<file path="config.mk">
export PLATFORM = sky130hd
export DESIGN_NAME = clap_counter_369
export DESIGN_NICKNAME = d
export VERILOG_FILES = /design/src/rtl/clap_counter_369.sv
export SDC_FILE = /design/constraint.sdc
export NUM_CORES = 1
export LEC_CHECK = 0
export ABC_AREA = 1
export CORE_AREA = 3 3 48 67
export CTS_BUF_LIST = sky130_fd_sc_hd__clkbuf_8
export CTS_CLUSTER_SIZE = 12
export DETAILED_ROUTE_END_ITERATION = 10
export DIE_AREA = 0 0 51 70
export PLACE_DENSITY = 0.8
export SKIP_CTS_REPAIR_TIMING = 1
export SYNTH_ARGS = -nofsm -noshare
export SYNTH_HDL_FRONTEND = slang
export SYNTH_SLANG_ARGS = --single-unit
export TNS_END_PERCENT = 50
</file>
<file path="constraint.sdc">
create_clock -name clk -period 2.1 [get_ports clk]
set_input_delay 0.315 -clock clk [delete_from_list [all_inputs] [get_ports clk]]
set_output_delay 0.315 -clock clk [all_outputs]
set_load 0.02 [all_outputs]
</file>
<file path="src/rtl/clap_counter_369.sv">
// clap_counter_369 -- DIGITS-digit BCD counter for the 369 clap game.
//
// Holds a decimal count and reports how many of its digits are 3, 6 or 9.
// Two advance modes: plain +1 step, or a multi-cycle search that walks an
// internal candidate forward one value per clock until it holds a 3/6/9
// digit, then commits it to count.
//
// Ports:
//   clk         rising-edge clock
//   reset_n     synchronous active-low reset
//   en          advance request, honoured only while valid=1
//   skip_mode   0 = step by one, 1 = search to next clap number
//   load        synchronous load (wins over en, aborts a search)
//   load_value  BCD load value, digits above 9 stored as 9
//   count       current BCD value, digit i at [4i+3:4i]
//   claps       number of digits of count equal to 3, 6 or 9
//   hit         claps != 0
//   valid       1 = idle with a settled count, 0 = search in progress
module clap_counter_369 #(
    parameter int DIGITS = 2
) (
    input  logic                         clk,
    input  logic                         reset_n,
    input  logic                         en,
    input  logic                         skip_mode,
    input  logic                         load,
    input  logic [4*DIGITS-1:0]          load_value,
    output logic [4*DIGITS-1:0]          count,
    output logic [$clog2(DIGITS+1)-1:0]  claps,
    output logic                         hit,
    output logic                         valid
);

    localparam int CW = $clog2(DIGITS+1);

    typedef enum logic {IDLE, SEARCH} state_t;

    state_t                   state;
    logic [DIGITS-1:0][3:0]   count_q;
    logic [DIGITS-1:0][3:0]   cand_q;
    logic [DIGITS-1:0][3:0]   load_clamp;
    logic [DIGITS-1:0][3:0]   inc_src;
    logic [DIGITS-1:0][3:0]   inc_val;
    logic [DIGITS-1:0]        src_clap;
    logic                     ripple;

    function automatic logic is_369(input logic [3:0] d);
        return (d == 4'd3) || (d == 4'd6) || (d == 4'd9);
    endfunction

    // Clamp each load digit into 0..9 so count never holds a non-BCD digit.
    always_comb begin
        load_clamp = '0;
        for (int i = 0; i < DIGITS; i++)
            load_clamp[i] = (load_value[4*i +: 4] > 4'd9) ? 4'd9 : load_value[4*i +: 4];
    end

    // One shared BCD incrementer: count is the source while idle, cand while
    // searching. Its 3/6/9 flags therefore describe cand during SEARCH.
    assign inc_src = (state == SEARCH) ? cand_q : count_q;

    always_comb begin
        inc_val  = '0;
        src_clap = '0;
        ripple   = 1'b1;
        for (int i = 0; i < DIGITS; i++) begin
            if (ripple)
                inc_val[i] = (inc_src[i] == 4'd9) ? 4'd0 : inc_src[i] + 4'd1;
            else
                inc_val[i] = inc_src[i];
            src_clap[i] = is_369(inc_src[i]);
            ripple      = ripple & (inc_src[i] == 4'd9);
        end
    end

    always_ff @(posedge clk) begin
        if (!reset_n) begin
            count_q <= '0;
            cand_q  <= '0;
            state   <= IDLE;
        end else if (load) begin
            count_q <= load_clamp;
            state   <= IDLE;
        end else begin
            case (state)
                IDLE: begin
                    if (en) begin
                        if (!skip_mode) begin
                            count_q <= inc_val;
                        end else begin
                            cand_q <= inc_val;
                            state  <= SEARCH;
                        end
                    end
                end
                SEARCH: begin
                    // Commit as soon as the candidate needs a clap; count
                    // keeps the previous result until then.
                    if (|src_clap) begin
                        count_q <= cand_q;
                        state   <= IDLE;
                    end else begin
                        cand_q <= inc_val;
                    end
                end
                default: state <= IDLE;
            endcase
        end
    end

    always_comb begin
        claps = '0;
        for (int i = 0; i < DIGITS; i++)
            if (is_369(count_q[i])) claps = claps + CW'(1);
    end

    assign count = count_q;
    assign hit   = |claps;
    assign valid = (state == IDLE);

endmodule

</file>
==> results_dict.tcl <==
set metrics [dict create \
    holdWs_ns 0.492 \
    critPathCaptureType "flop" \
    r2r_start "state" \
    ant_nets 0 \
    dpl.hpwl_um 2660 \
    critPathRequiredTime_ns 2.25 \
    gr-usage-all-layers_pct 20.9 \
    grt_pass1_vias 1446 \
    grt_pass1_wl_um 5970 \
    crit_fanout 17 \
    rows 22 \
    clk_path_buf_depth 2 \
    vias 1534 \
    syn_avg_cell_area_sq_um 5.91 \
    synth_mux_area_share_pct 0 \
    startpoint_type "flop" \
    synthSimpleGateAreaFrac_pct 49.5 \
    synth_top_family_by_area "simple AND/OR/NAND/NOR gates" \
    relSlewSlack_pct 58.1 \
    synth_warnings 0 \
    hold_path.class "flop to flop" \
    final_cell_mix "nand2_1 (83), nor2_1 (41), clkdlybuf4s50_1 (21)" \
    max_freq_mhz 556 \
    p_leak_nw 0.915 \
    p_total_w 0.00100 \
    synth_fa_ha_area_share_pct 1.73 \
    fin_worst_skew_ns 0.00103 \
    wl_per_cell_um 11.2 \
    period_share_pct 85.6 \
    layout.cells.most_common "nand2_1" \
    worstMarginPinSlew_ns 0.626 \
    vdd_drop_max_v 0.000382 \
    r2r-end "cand_q[7]" \
    area_growth_pct 20.8 \
    synthCells 245 \
    cts_sinks 17 \
    rrSetupSlack_ns 0.30 \
    pin_count 25 \
    numPortBuffers 24 \
    cap_violations 0 \
    drtPass1Iterations 4 \
    finalSetupTns_ns 0 \
    viasPerCell 5.03 \
    hp-start "cand_q[0]" \
    fin_area_sq_mm 0.00175 \
    rsz0062_at_grt "false" \
    ys_seq_elements 17 \
    busiest_layer "met2" \
    cp_common_cell "nand2_1" \
    drt-total-wl_um 3410 \
    worstSetupPathType "flop to flop" \
    finalSetupViolations 0 \
    synth-compound-area-share_pct 12.7 \
    status "finished clean" \
    dieArea_sq_mm 0.00357 \
    worstSkewPairLatency_ns 0.25 \
    final_util_pct 65.5 \
    gr-total-overflow 0 \
    cts_buffers 3 \
    synth-xor-area-share_pct 1.21 \
    core-area_sq_mm 0.00267 \
    powerDensity_mw_per_mm2 572 \
    worstPathCellList "inv_2 > nand2_1 > nand2_4 > inv_2 > nand2_1 > nand2_1 > a21oi_2 > nand3_4 > nand2_4 > nand3_1 > nand2_1 > nor2_1" \
    die_x_um 51 \
    post-route-drc-count 0 \
    crit_arrival_ns 1.95 \
    grt_max_degree 18 \
    antennaDiodeCount 0 \
    hold_end "cand_q[0]" \
    synth_area_sq_mm 0.00145 \
    postPlaceCellArea_sq_mm 0.00170 \
    use_met3_pct 2.35 \
    cts-root-buf "clkbuf_8" \
    whs_path_depth 2 \
    ys_seq_area_share_pct 23.5 \
    grt_util_met2_pct 38.2 \
    synth.distinct_cells 28 \
    finish.net_count 285 \
    hold_violations 0 \
    cpPeakStageDelay_ns 0.35 \
    use_met1_pct 24.0 \
    slowest_stage "dfxtp_1" \
    r2r_cells 12 \
    drive_gt1_share_pct 13.8 \
    cts.htree.levels 1 \
    initial_utilization_pct 54.2 \
    cts_tree "built" \
    gp_congestion 0.889 \
    report.final.slew_viol_count 0 \
    synth_nets 260 \
    fin_crit_ns 1.80 \
    antenna_found_initial 0 \
    drt-initial-drc-count 16 \
    die_y_um 70 \
    path_clk_slew_ns 0.07 \
]
==> state kept, by name (all words and copies together), names as in the netlist <==
register and cells:
count 8, state 1, cand_q 8
==> kinds of logic (layout without fill, tap and decap cells) <==
group / count (synthesis) / count (layout)
AND/OR/NAND/NOR: 161 / 161
XOR/XNOR: 2 / 2
AO/OA/AOI/OAI: 29 / 29
buffers and inverters: 34 / 58
flip-flops: 17 / 17
adder cells (fa/ha/maj): 2 / 2
==> cells in the mapped netlist, drive strengths merged <==
master	count	share of area, %
nor2	45	13
clkbuf	1	0.26
o21ai	10	3.7
xor2	2	1.2
inv	24	6.2
nand3	20	8.6
o21a	1	0.52
clkinv	2	0.52
nand2	92	26
and3	1	0.43
nand4	3	1.3
a22oi	1	0.52
dfxtp	17	24
ha	2	1.7
buf	7	4.3
a21oi	17	8.0
==> critical path, delay by kind of cell, from the launching register on <==
| kind | cells | cell delay, ns |
|---|---|---|
| buffers and inverters | 2 | 0.26 |
| DFF | 1 | 0.35 |
| and+or+nand+nor | 9 | 0.90 |
| AOI/OAI and AO/OA | 1 | 0.18 |
==> where the power goes <==
| group | internal, W | total [W] | switching [W] |
|---|---|---|---|
| sequential | 0.000350 | 0.000377 | 0.0000268 |
| combinational | 0.000153 | 0.000384 | 0.000230 |
| clock | 0.000130 | 0.000240 | 0.000111 |
| total | 0.000633 | 0.00100 | 0.000368 |
==> worst max path at each step <==
stage	from	end	slack, ns
final	state	cand_q[7]	0.30
after global routing	state	cand_q[1]	0.12
after CTS	count[1]	claps[0]	-0.07
after detailed placement	count[1]	claps[0]	0.21
after global placement	count[1]	claps[0]	0.19
after floorplan	count[6]	cand_q[3]	0.43
==> routing by layer <==
| metal | up-vias | share of wire [%] |
|---|---|---|
| met1 | 686 | 41 |
| met4 | 0 | 1.6 |
| met3 | 6 | 2.7 |
| li1 | 813 | - |
| met2 | 29 | 54 |
| met5 | - | 0 |
==> final cells by class <==
| cell class | count | area [sq um] |
|---|---|---|
| clock buffers | 3 | 41.3 |
| clock inverters | 1 | 3.75 |
| fillers | 273 | 921 |
| inverters | 26 | 97.6 |
| multi-input cells | 194 | 943 |
| flip-flops and latches | 17 | 340 |
| well taps | 36 | 45.0 |
| repair buffers | 28 | 278 |
==> per-stage QoR <==
stage / cells / setup WS [ns]
after CTS: 305 / -0.0707
after global placement: 301 / 0.194
final: 305 / 0.302
after global routing: 305 / 0.123
after detailed placement: 301 / 0.211
after floorplan: 245 / 0.428
Note: power is estimated with default switching activity, not from simulation.
